## config.mk

```make
export PLATFORM = sky130hd
export DESIGN_NAME = ysyx_22040175_hazard_ctrl
export DESIGN_NICKNAME = d
export VERILOG_FILES = /design/src/rtl/ysyx_22040175_hazard_ctrl.sv
export SDC_FILE = /design/constraint.sdc
export NUM_CORES = 1
export LEC_CHECK = 0
export ABC_AREA = 1
export CAP_MARGIN = 0
export CORE_UTILIZATION = 30
export DETAILED_ROUTE_END_ITERATION = 8
export PLACE_DENSITY = 0.58
export SLEW_MARGIN = 0
export SYNTH_ARGS = -nofsm -noshare
export SYNTH_HDL_FRONTEND = slang
export SYNTH_SLANG_ARGS = --single-unit
```

## constraint.sdc

```tcl
create_clock -name clk -period 2.48 [get_ports clk]
set_input_delay 0.744 -clock clk [delete_from_list [all_inputs] [get_ports clk]]
set_output_delay 0.744 -clock clk [all_outputs]
set_load 0.05 [all_outputs]
```

## src/rtl/ysyx_22040175_hazard_ctrl.sv

```systemverilog
// ysyx_22040175_hazard_ctrl
// Hazard and redirect controller for a 4- or 5-stage in-order pipeline.
// It tracks in-flight register writers in SLOTS = STAGES-2 slots
// (slot0 = EX ... slot SLOTS-1 = WB). It produces the stall, bubble and flush
// controls, selects the operand forwarding source, and runs a two-state
// redirect handshake towards IF.
//
// Build option: define YSYX_22040175_BYPASS_EN to enable operand bypassing.
// With bypassing, only a load-use in slot0 stalls. Without it, any pending
// writer of a source register stalls ID and fwd_sel stays 0.
//
// STAGES must be 4 or 5, so the 2-bit fwd_sel codes can name every slot.

module ysyx_22040175_hazard_ctrl #(
    parameter int XLEN   = 64,
    parameter int STAGES = 5,
    parameter int REG_AW = 5
) (
    input  logic              clk,
    input  logic              rst_n,
    input  logic              id_valid,
    input  logic [REG_AW-1:0] id_rs1,
    input  logic [REG_AW-1:0] id_rs2,
    input  logic              id_rs1_used,
    input  logic              id_rs2_used,
    input  logic              id_wen,
    input  logic [REG_AW-1:0] id_waddr,
    input  logic              id_is_load,
    input  logic              mem_stall,
    input  logic              ex_redirect_valid,
    input  logic [XLEN-1:0]   ex_redirect_pc,
    input  logic              if_redirect_ack,
    output logic              if_stall,
    output logic              id_ex_bubble,
    output logic              if_id_flush,
    output logic              redirect_req,
    output logic [XLEN-1:0]   redirect_pc,
    output logic [1:0]        fwd_sel_rs1,
    output logic [1:0]        fwd_sel_rs2,
    output logic [31:0]       stall_cnt
);

    localparam int SLOTS = STAGES - 2;

    // One in-flight instruction, reduced to what hazard detection needs.
    typedef struct packed {
        logic              valid;
        logic              wen;
        logic [REG_AW-1:0] waddr;
        logic              is_load;
    } slot_t;

    typedef enum logic {
        ST_IDLE = 1'b0,
        ST_WAIT = 1'b1
    } redir_state_e;

    slot_t [SLOTS-1:0] slot_q, slot_d;
    redir_state_e      state_q, state_d;
    logic [XLEN-1:0]   redirect_pc_q, redirect_pc_d;
    logic [31:0]       stall_cnt_q, stall_cnt_d;

    logic              frozen;
    logic              flush_now;
    logic              hz_stall;
    logic [SLOTS-1:0]  prod_rs1, prod_rs2;
    logic [1:0]        fwd_rs1, fwd_rs2;
    logic              unused_is_load;

    // A slot produces a source only for a real, read, non-x0 register it writes.
    function automatic logic is_producer(input slot_t s, input logic [REG_AW-1:0] src,
                                         input logic used);
        return s.valid && s.wen && (s.waddr == src) && (src != '0) && used;
    endfunction

    assign frozen    = mem_stall;
    assign flush_now = ((state_q == ST_IDLE) && ex_redirect_valid && !frozen)
                     || (state_q == ST_WAIT);

    // Per-slot producer match for each ID source operand.
    always_comb begin
        // NOTE: every always_comb output gets a default first, so no path can infer a latch.
        prod_rs1 = '0;
        prod_rs2 = '0;
        for (int k = 0; k < SLOTS; k++) begin
            prod_rs1[k] = is_producer(slot_q[k], id_rs1, id_rs1_used);
            prod_rs2[k] = is_producer(slot_q[k], id_rs2, id_rs2_used);
        end
    end

`ifdef YSYX_22040175_BYPASS_EN
    // Youngest usable producer wins. A load in slot0 has no data yet, so it is skipped.
    function automatic logic [1:0] pick_fwd(input logic [SLOTS-1:0] prod,
                                            input logic slot0_load);
        logic [1:0] sel;
        sel = '0;
        for (int k = SLOTS - 1; k >= 0; k--) begin
            if (prod[k] && !((k == 0) && slot0_load)) begin
                sel = 2'(k + 1);
            end
        end
        return sel;
    endfunction

    // Only a load-use on the EX slot stalls. Everything else is bypassed.
    always_comb begin
        hz_stall = slot_q[0].is_load && (prod_rs1[0] || prod_rs2[0]);
        fwd_rs1  = pick_fwd(prod_rs1, slot_q[0].is_load);
        fwd_rs2  = pick_fwd(prod_rs2, slot_q[0].is_load);
    end
`else
    // No bypass network: any pending writer of a source stalls ID.
    always_comb begin
        hz_stall = (|prod_rs1) || (|prod_rs2);
        fwd_rs1  = '0;
        fwd_rs2  = '0;
    end
`endif

    // The load flags are read only by the bypass path; fold them so every build uses them.
    always_comb begin
        unused_is_load = 1'b0;
        for (int k = 0; k < SLOTS; k++) begin
            unused_is_load = unused_is_load ^ slot_q[k].is_load;
        end
    end

    // Slot pipeline: shift toward WB; slot0 takes ID or a bubble; hold while frozen.
    always_comb begin
        slot_d = slot_q;
        if (!frozen) begin
            for (int k = SLOTS - 1; k > 0; k--) begin
                slot_d[k] = slot_q[k-1];
            end
            if (id_valid && !hz_stall && !flush_now) begin
                slot_d[0] = '{valid: 1'b1, wen: id_wen, waddr: id_waddr, is_load: id_is_load};
            end else begin
                slot_d[0] = '0;
            end
        end
    end

    // Redirect FSM: latch the target in IDLE, then hold it until IF acknowledges.
    always_comb begin
        state_d       = state_q;
        redirect_pc_d = redirect_pc_q;
        if (!frozen) begin
            unique case (state_q)
                ST_IDLE: begin
                    if (ex_redirect_valid) begin
                        state_d       = ST_WAIT;
                        redirect_pc_d = ex_redirect_pc;
                    end
                end
                ST_WAIT: begin
                    if (if_redirect_ack) begin
                        state_d = ST_IDLE;
                    end
                end
                default: state_d = ST_IDLE;
            endcase
        end
    end

    // Count cycles lost to data hazards only, saturating at all-ones.
    always_comb begin
        stall_cnt_d = stall_cnt_q;
        if (hz_stall && !flush_now && !frozen && (stall_cnt_q != 32'hFFFF_FFFF)) begin
            stall_cnt_d = stall_cnt_q + 32'd1;
        end
    end

    // State registers with synchronous active-low reset.
    always_ff @(posedge clk) begin
        if (!rst_n) begin
            // NOTE: the slot array is a few flops, not a RAM, so it is reset to clear stale valids.
            slot_q        <= '0;
            state_q       <= ST_IDLE;
            redirect_pc_q <= '0;
            stall_cnt_q   <= '0;
        end else begin
            // NOTE: sequential state uses non-blocking assignments so all flops update together.
            slot_q        <= slot_d;
            state_q       <= state_d;
            redirect_pc_q <= redirect_pc_d;
            stall_cnt_q   <= stall_cnt_d;
        end
    end

    // Outputs are forced to 0 while reset is held, even before the first reset edge.
    assign if_stall     = rst_n && (frozen || (hz_stall && !flush_now));
    assign id_ex_bubble = rst_n && !frozen && (hz_stall || flush_now);
    assign if_id_flush  = rst_n && flush_now;
    assign redirect_req = rst_n && (state_q == ST_WAIT);
    assign redirect_pc  = rst_n ? redirect_pc_q : '0;
    assign fwd_sel_rs1  = rst_n ? fwd_rs1 : 2'b00;
    assign fwd_sel_rs2  = rst_n ? fwd_rs2 : 2'b00;
    assign stall_cnt    = rst_n ? stall_cnt_q : 32'd0;

endmodule

```

**Word-level counts from Yosys, hierarchy flattened**

Index checks and enable logic that the tools add are counted.

- Equal/unequal tests: 7
- $add $sub $neg: 1
- Div/mod/pow operators: 0
- Reductions and logical operators: 45
- $lt $le $gt $ge: 0
- $mul: 0
- Shift operators: 0
- Multiplexer cells: 6
- Bitwise operators: 2

Operator list:

| cell | count |
|---|---|
| $mux 64 | 1 |
| $logic_and 1x1->1 | 33 |
| $add 32x1->32 const B | 1 |
| $mux 32 | 1 |
| $ne 32x32->1 const B | 1 |
| $eq 5x5->1 | 6 |
| $reduce_bool 5->1 | 2 |
| $mux 8 | 1 |
| $reduce_or 3->1 | 2 |
| $logic_or 1x1->1 | 4 |
| $logic_not 1->1 | 3 |
| $reduce_and 3->1 | 1 |
| $mux 1 | 2 |
| $not 1->1 | 2 |
| $pmux 1 s2 | 1 |

- Bits in writable memories: 0
- Input port bits: 89
- Output and inout bits: 104
- Logic and storage cells: 73
- Memories kept: 0
- Register bits: 118
- ROM bits: 0
- Bits in latches: 0

**Depth between registers and ports, before layout**

Gate-level depths: netlist of the first run.

- Depth in word-level cells: 10
- Mapped depth: 13
- Depth with buffers taken out: 12

**Worst setup path after synthesis of the first run**

Ideal clock, no wire load.

- Path type: input to output
- Start point: input id_rs1[1]
- End point: output if_stall
- Path slack: -369 ps
- Data arrival time: 2105 ps
- Path buffers: 0
- Stages: 10
- Path through: inv_1 nand2_1 nand2_1 nor2_1 nand3_1 nand3_1 nand2_1 nand2_4 nand2_1 a21oi_1

- Longest elaborated chain between the ends: 9

Ends and longest elaborated chain:

| what | line | source |
|---|---|---|
| start, declared | 22 | `input logic [REG_AW-1:0] id_rs1,` |
| $eq 5x5->1 | 73 | `return s.valid && s.wen && (s.waddr == src) && (src != '0) && used;` |
| $logic_and 1x1->1 (3 in series) | 73 |  |
| $reduce_or 3->1 * | 114 | `hz_stall = (\|prod_rs1) \|\| (\|prod_rs2);` |
| $logic_or 1x1->1 * | 114 |  |
| $logic_and 1x1->1 * | 191 | `assign if_stall = rst_n && (frozen \|\| (hz_stall && !flush_now));` |
| $logic_or 1x1->1 * | 191 |  |
| $logic_and 1x1->1 * | 191 |  |
| end, declared | 33 | `output logic if_stall,` |

Every way passes the cells marked *; elsewhere a longest branch is shown, timed or not.

**Worst setup path in the final report of the first run**

- Start point: input id_rs2[3]
- End point: output if_stall

- Longest elaborated chain between the ends: 9

Ends and longest elaborated chain:

| what | line | source |
|---|---|---|
| start, declared | 23 | `input logic [REG_AW-1:0] id_rs2,` |
| $eq 5x5->1 | 73 |  |
| $logic_and 1x1->1 (3 in series) | 73 |  |
| $reduce_or 3->1 * | 114 |  |
| $logic_or 1x1->1 * | 114 |  |
| $logic_and 1x1->1 * | 191 |  |
| $logic_or 1x1->1 * | 191 |  |
| $logic_and 1x1->1 * | 191 |  |

Marked as above.

==> run summary, run 1 <==
## Place
- 9632 um2 — area after detailed placement
- 187 — number of I/O port buffers
- -0.6419 ns — pre-CTS setup slack
- 0.8771 — Final Wtd Congestion
- 13.95 mm — estimated wirelength of the detail-placed design
- 1453 — count of placed standard cells including taps

## Worst setup path
- simple AND/OR/NAND/NOR gates — Crit path max-delay family
- 0.40 ns — Worst R2R Setup Slack
- 1.87 ns — CP Data Arrival Time
- stall_cnt_q[1] — beginning of the worst register-to-register path
- 3 — buffer and inverter count on the worst path
- buf_8 > buf_6 > nand2_2 > nand2_2 > nor2_2 > nand3_1 > nand3_1 > nand2_2 > nand2_4 > nand2_4 > a21oi_4 > buf_12 — list of cells traversed by the critical path
- 0.15 ns — Worst path max stage delay
- 1.74 ns — required time at the worst-slack endpoint
- 12 — cell depth of the worst setup path
- in -> out — type of the setup path with the least slack
- 10 — Reg2Reg Depth
- input pin — Startpoint Class
- buf_12 — cell type of the slowest stage on the worst timing path
- primary output — Worst Setup End Kind
- stall_cnt_q[11] — worst reg2reg path endpoint
- 4 — Max Fanout on Critical Path
- id_rs2[3] — beginning of the critical path
- nand2_2 — most used cell, CP
- if_stall — capture point of the critical path

## Clock network
- clkbuf_16 — master cell of the clock root buffer
- 0 — hold-fix buffer count after cts
- 0.42 ns — insertion delay to the later sink of the worst-skew pair
- built — clock tree from TritonCTS
- 4 — CTS H-tree depth
- 17 — number of buffers added by the clock tree synthesis step
- 118 — clock net sink count
- 0.05 ns — clock transition at the registers of the reported paths
- 2 — Max Root-Sink Buffers

## STA
- 0 — Hold Violations, Final
- 0.5600 ns — actual slew at the worst max-slew pin
- 62.66% — worst relative slew slack
- 105.4% — share of the cycle needed by the critical path after routing
- 2 — Final setup viols
- -0.1327 ns — Final WS setup
- true — unrepaired setup endpoints after global routing
- 2.613 ns — minimum clock period
- 0 — final max-slew violation count
- -0.2515 ns — aggregate negative setup slack
- 382.7 MHz — maximum clock rate
- 0.4421 ns — Min Hold Slack
- 0.01673 ns — setup clock skew after layout

## Global route
- 65 — largest net degree at the start of global routing
- met2 — Most Used Layer, Global Route
- 28.39% — met2 global-route usage
- 0 — grt ovf
- 0 — initial antenna violation count
- 29.84 mm — wire length of the first global-routing pass
- 5838 — vias in the first global route
- 17.25% — total routing usage reported by global routing
- 5.399% — met3 track demand over resource
- 21.09% — GR Layer Usage met1

## Yosys
- dfxtp_1 — most common flop cell mapped by yosys
- 6437 um2 — summed instance area of the synthesized netlist
- 0 — Synth Warn #
- 0 — EDFF count, synth
- 118 — number of register bits inferred by synthesis
- dfxtp_1 (37%), nand2_1 (17%), inv_1 (12%), a21oi_1 (8.6%), o21ai_0 (6.5%) — leading cell types by total area after synthesis
- 0% — async set or reset register ratio after synthesis
- 6.305 um2 — Post-Synthesis Mean Instance Area
- 1021 — number of cells produced by synthesis
- dfxtp_1 — dominant cell type by area after synthesis
- 36.70% — proportion of synthesized chip area in sequential cells
- 34 — Synth cell types
- 36.70% — area share of the leading cell type in the synthesized netlist

## Floorplan
- 148.5 um — die height
- 22050 um2 — area of the die
- 53 — standard-cell row count
- 193 — I/O Pins
- 30.62% — initial standard-cell utilization of the core
- 148.5 um — Die X-Extent
- 21020 um2 — area inside the core boundary

## Route
- 12.58 um — mean routed wirelength per cell
- 0 — Antenna Violating Nets Remaining
- 18.71 mm — drt total wl
- 0 — # DRC
- 4 — number of search-and-repair iterations in the first detailed-routing pass
- 6566 — routed vias
- 332 — violation count after the first detailed-routing iteration
- 4.416 — Via density

## Min path
- reg -> reg — min-delay worst type
- 2 — Worst Hold Path Cells

## Pwr
- 4.762 nW — leakage power
- 0.0004873 V — Worst VDD drop
- 528.6 nW/um2 — Power per Cell Area
- 5.448 mW — overall power of the completed layout

## Final layout
- 0 — Antenna Diode Count
- 49.03% — end-of-flow core utilization
- 60.12% — layout overhead on the synthesized area
- 10310 um2 — post-layout instance area
- nand2_1 — most common cell after layout, fill and taps aside
- nand2_1 (281), inv_1 (199), a21oi_1 (109) — top library cells by usage in the layout, fill and taps aside
- 1487 — final non-filler cell total
- 1289 — count of nets after finishing
- 18.48% — layout cells sized above 1

## Status
- negative setup slack — violated checks
- complete, but fails checks — result of the run

## Flow run
- 0 — # Max-Cap Violations

area by class of cell:
class | instances | area [um2]
sequential | 118 | 2375
fill | 2103 | 10710
clock inverter | 14 | 152.6
timing repair buffer | 211 | 3097
multi-input combinational | 640 | 3098
tap | 275 | 344.1
clock buffer | 18 | 439.2
inverter | 211 | 802.0
state kept, by name, summed over array words and instances (netlist names):
name	flops
slot_q	21
stall_cnt_q	32
state_q	1
redirect_pc_q	64
metal layers:
layer	up-vias	share of wire, %
met5	-	0
met1	2941	44
met3	20	5.6
met2	136	48
li1	3469	-
met4	0	1.9
power breakdown:
| group | internal (mW) | switching, mW | total (mW) | leakage, nW |
|---|---|---|---|---|
| sequential | 1.99 | 0.0505 | 2.04 | 0.970 |
| combinational | 0.430 | 0.513 | 0.943 | 3.51 |
| clock | 1.51 | 0.951 | 2.46 | 0.279 |
cell families after synthesis:
family          Yosys count  share of synthesized area (%)
compound gates          202                          16.13
xor+xnor                 31                          4.218
fa+ha+maj                 1                         0.1943
buf+inv                 266                          16.73
flops                   118                          36.70
other cells               1                        0.05825
simple gates            402                          25.97
cell usage after synthesis (9+ instances only):
master	instances
inv_1	202
dfxtp_1	118
nor3_1	11
nand2_1	288
nand3_1	14
a21oi_1	110
o21ai_0	84
nor2_1	57
nand4_1	11
nor4_1	9
clkbuf_1	39
xor2_1	25
worst min path at each step:
stage,from,to,slack [ns]
6_report,redirect_pc_q[31],redirect_pc_q[31],0.44
2_1_floorplan,redirect_pc_q[0],redirect_pc_q[0],0.42
3_5_place_dp,redirect_pc_q[2],redirect_pc_q[2],0.43
4_1_cts,redirect_pc_q[43],redirect_pc_q[43],0.44
5_1_grt,redirect_pc_q[57],redirect_pc_q[57],0.45
3_3_place_gp,redirect_pc_q[15],redirect_pc_q[15],0.43
what timing repair did:
| item | CTS | global route |
|---|---|---|
| pin swaps | 15 | 19 |
| resized for setup | 70 | 29 |
| setup buffers | 1 | 1 |
| setup endpoints to repair | 3 | 3 |
worst reg2reg max path: stages (launching register included):
cell and delay (ns):
dfxtp_1 0.42, ha_1 0.24, nand2_1 0.16, nor2_2 0.23
nand2_2 0.12, nor2_4 0.15, nand3_2 0.14, nand4_4 0.14
buf_12 0.18, nand2_1 0.09, a21oi_1 0.14
Power figures use the tool's default switching activity.
==> run 2, diff against run 1 <==
- SETUP_SLACK_MARGIN: not set -> 0.5
==> run summary, run 2 (synthesized netlist as in run 1, its figures left out) <==
## Status
- complete, but fails checks — result of the run
- negative setup slack — violated checks

## Place
- 14.95 mm — estimated wirelength of the detail-placed design
- 11060 um2 — area after detailed placement
- 0.8837 — Final Wtd Congestion
- 1468 — count of placed standard cells including taps
- 187 — number of I/O port buffers
- -0.7618 ns — pre-CTS setup slack

## Worst setup path
- primary output — Worst Setup End Kind
- 4 — Max Fanout on Critical Path
- 0.58 ns — Worst R2R Setup Slack
- slot_q[4] — beginning of the worst register-to-register path
- in -> out — type of the setup path with the least slack
- id_rs2[2] — beginning of the critical path
- 2.02 ns — CP Data Arrival Time
- 1.74 ns — required time at the worst-slack endpoint
- input pin — Startpoint Class

## Final layout
- 0 — Antenna Diode Count
- 1346 — count of nets after finishing
- 1830 — number of filler instances in the final layout
- 40.06% — layout cells sized above 1
- 3961 um2 — Multi-input gate area
- 1543 — final non-filler cell total
- 2372 um2 — area taken by flip-flops and latches
- 96.56% — layout overhead on the synthesized area
- nand2_1 (169), buf_12 (114), dfxtp_1 (110) — top library cells by usage in the layout, fill and taps aside
- 12650 um2 — post-layout instance area
- 64 — flip-flop count of the largest register, all copies and words added
- redirect_pc_q x64, stall_cnt_q x32, slot_q x21 — registers with the highest flip-flop counts
- nand2_1 — most common cell after layout, fill and taps aside
- redirect_pc_q — Biggest register

## STA
- -0.2858 ns — Final WS setup
- 2 — Final setup viols
- 2.766 ns — minimum clock period
- 65.76% — worst relative slew slack
- 0 — final max-slew violation count
- 0.5137 ns — actual slew at the worst max-slew pin
- 0.01112 ns — setup clock skew after layout
- 111.5% — share of the cycle needed by the critical path after routing
- 0 — Hold Violations, Final
- 361.6 MHz — maximum clock rate
- true — unrepaired setup endpoints after global routing
- -0.4800 ns — aggregate negative setup slack

## Route
- 0 — Antenna Violating Nets Remaining
- 289 — violation count after the first detailed-routing iteration
- 5 — number of search-and-repair iterations in the first detailed-routing pass
- 4.523 — Via density
- 21.37 mm — drt total wl
- 0 — # DRC
- 13.85 um — mean routed wirelength per cell
- 6979 — routed vias

## Global route
- 66 — largest net degree at the start of global routing
- 0 — initial antenna violation count
- 19.86% — total routing usage reported by global routing
- 6713 — vias in the first global route
- 0 — grt ovf
- 34.27 mm — wire length of the first global-routing pass

## Flow run
- 0 — # Max-Cap Violations

## Min path
- redirect_pc_q[26] — HP Start
- reg -> reg — min-delay worst type

## Clock network
- 0.42 ns — insertion delay to the later sink of the worst-skew pair
- 4 — CTS H-tree depth
- built — clock tree from TritonCTS
- 118 — clock net sink count
- 17 — number of buffers added by the clock tree synthesis step
- 0 — hold-fix buffer count after cts
- clkbuf_16 — master cell of the clock root buffer
- 2 — Max Root-Sink Buffers
- 0.06 ns — clock transition at the registers of the reported paths

## Floorplan
- 148.5 um — die height
- 30.62% — initial standard-cell utilization of the core
- 22050 um2 — area of the die
- 148.5 um — Die X-Extent
- 193 — I/O Pins
- 53 — standard-cell row count
- 21020 um2 — area inside the core boundary

## Pwr
- 0.0004369 V — Worst VDD drop
- 6.008 mW — overall power of the completed layout
- 5.170 nW — leakage power
- 474.8 nW/um2 — Power per Cell Area

[run 2: cell types whose count changed in the layout (fill, tap and decap cells not counted), sizes merged, moves of 2 or more]
cell	change
dlygate4sd2	-2
clkinvlp	+95
bufbuf	+4
clkdlybuf4s50	+2
buf	+53
inv	-98
bufinv	+2
[run 2: per-stage QoR]
step	hold WS, ns	utilization (%)
floorplan	0.4548	-
global placement	0.4647	52.60
detailed placement	0.4685	52.60
CTS	0.4778	59.15
global route	0.4906	60.19
finish	0.4743	60.19
[run 2: what timing repair did]
item                       CTS  global route
pin swaps                   18            18
setup buffers               25             4
setup endpoints to repair  175           163
cloned                      15             0
gates resized for setup    105            55
[run 2: power breakdown]
| group | internal, mW | switching, mW |
|---|---|---|
| sequential | 1.99 | 0.0921 |
| clock | 1.69 | 0.945 |
| combinational | 0.646 | 0.646 |
| total | 4.32 | 1.68 |
[run 2: routing by layer]
metal	track usage (%)	vias up	wire, um
met5	0	-	0
met4	6.753	0	333
met3	3.589	23	1130
met2	33.41	181	10250
met1	25.41	3168	9657
li1	-	3607	-
[run 2: worst paths after layout]
check | end | cells past startpoint
worst max-delay path | id_ex_bubble | 13
worst min-delay path | redirect_pc_q[26] | 2
worst max register to register | stall_cnt_q[9] | 14
worst min register to register | redirect_pc_q[26] | 2
[run 2: cell type report]
| class | instances | area share [%] |
|---|---|---|
| Inverter | 211 | 9.750 |
| Sequential cell | 118 | 18.75 |
| Timing Repair Buffer | 268 | 32.52 |
| Clock buffer | 17 | 3.362 |
| Clock inverter | 14 | 1.592 |
| Multi-Input combinational cell | 640 | 31.31 |
| Tap cell | 275 | 2.719 |
[run 2: critical path, stage by stage]
cell      delay, ns
buf_6          0.10
buf_12         0.13
inv_12         0.05
nand2_1        0.05
nand2_2        0.09
nor2_4         0.05
nand3_2        0.06
nand3_2        0.07
nand2_2        0.10
nand2_4        0.06
o211ai_1       0.28
inv_2          0.09
buf_12         0.16
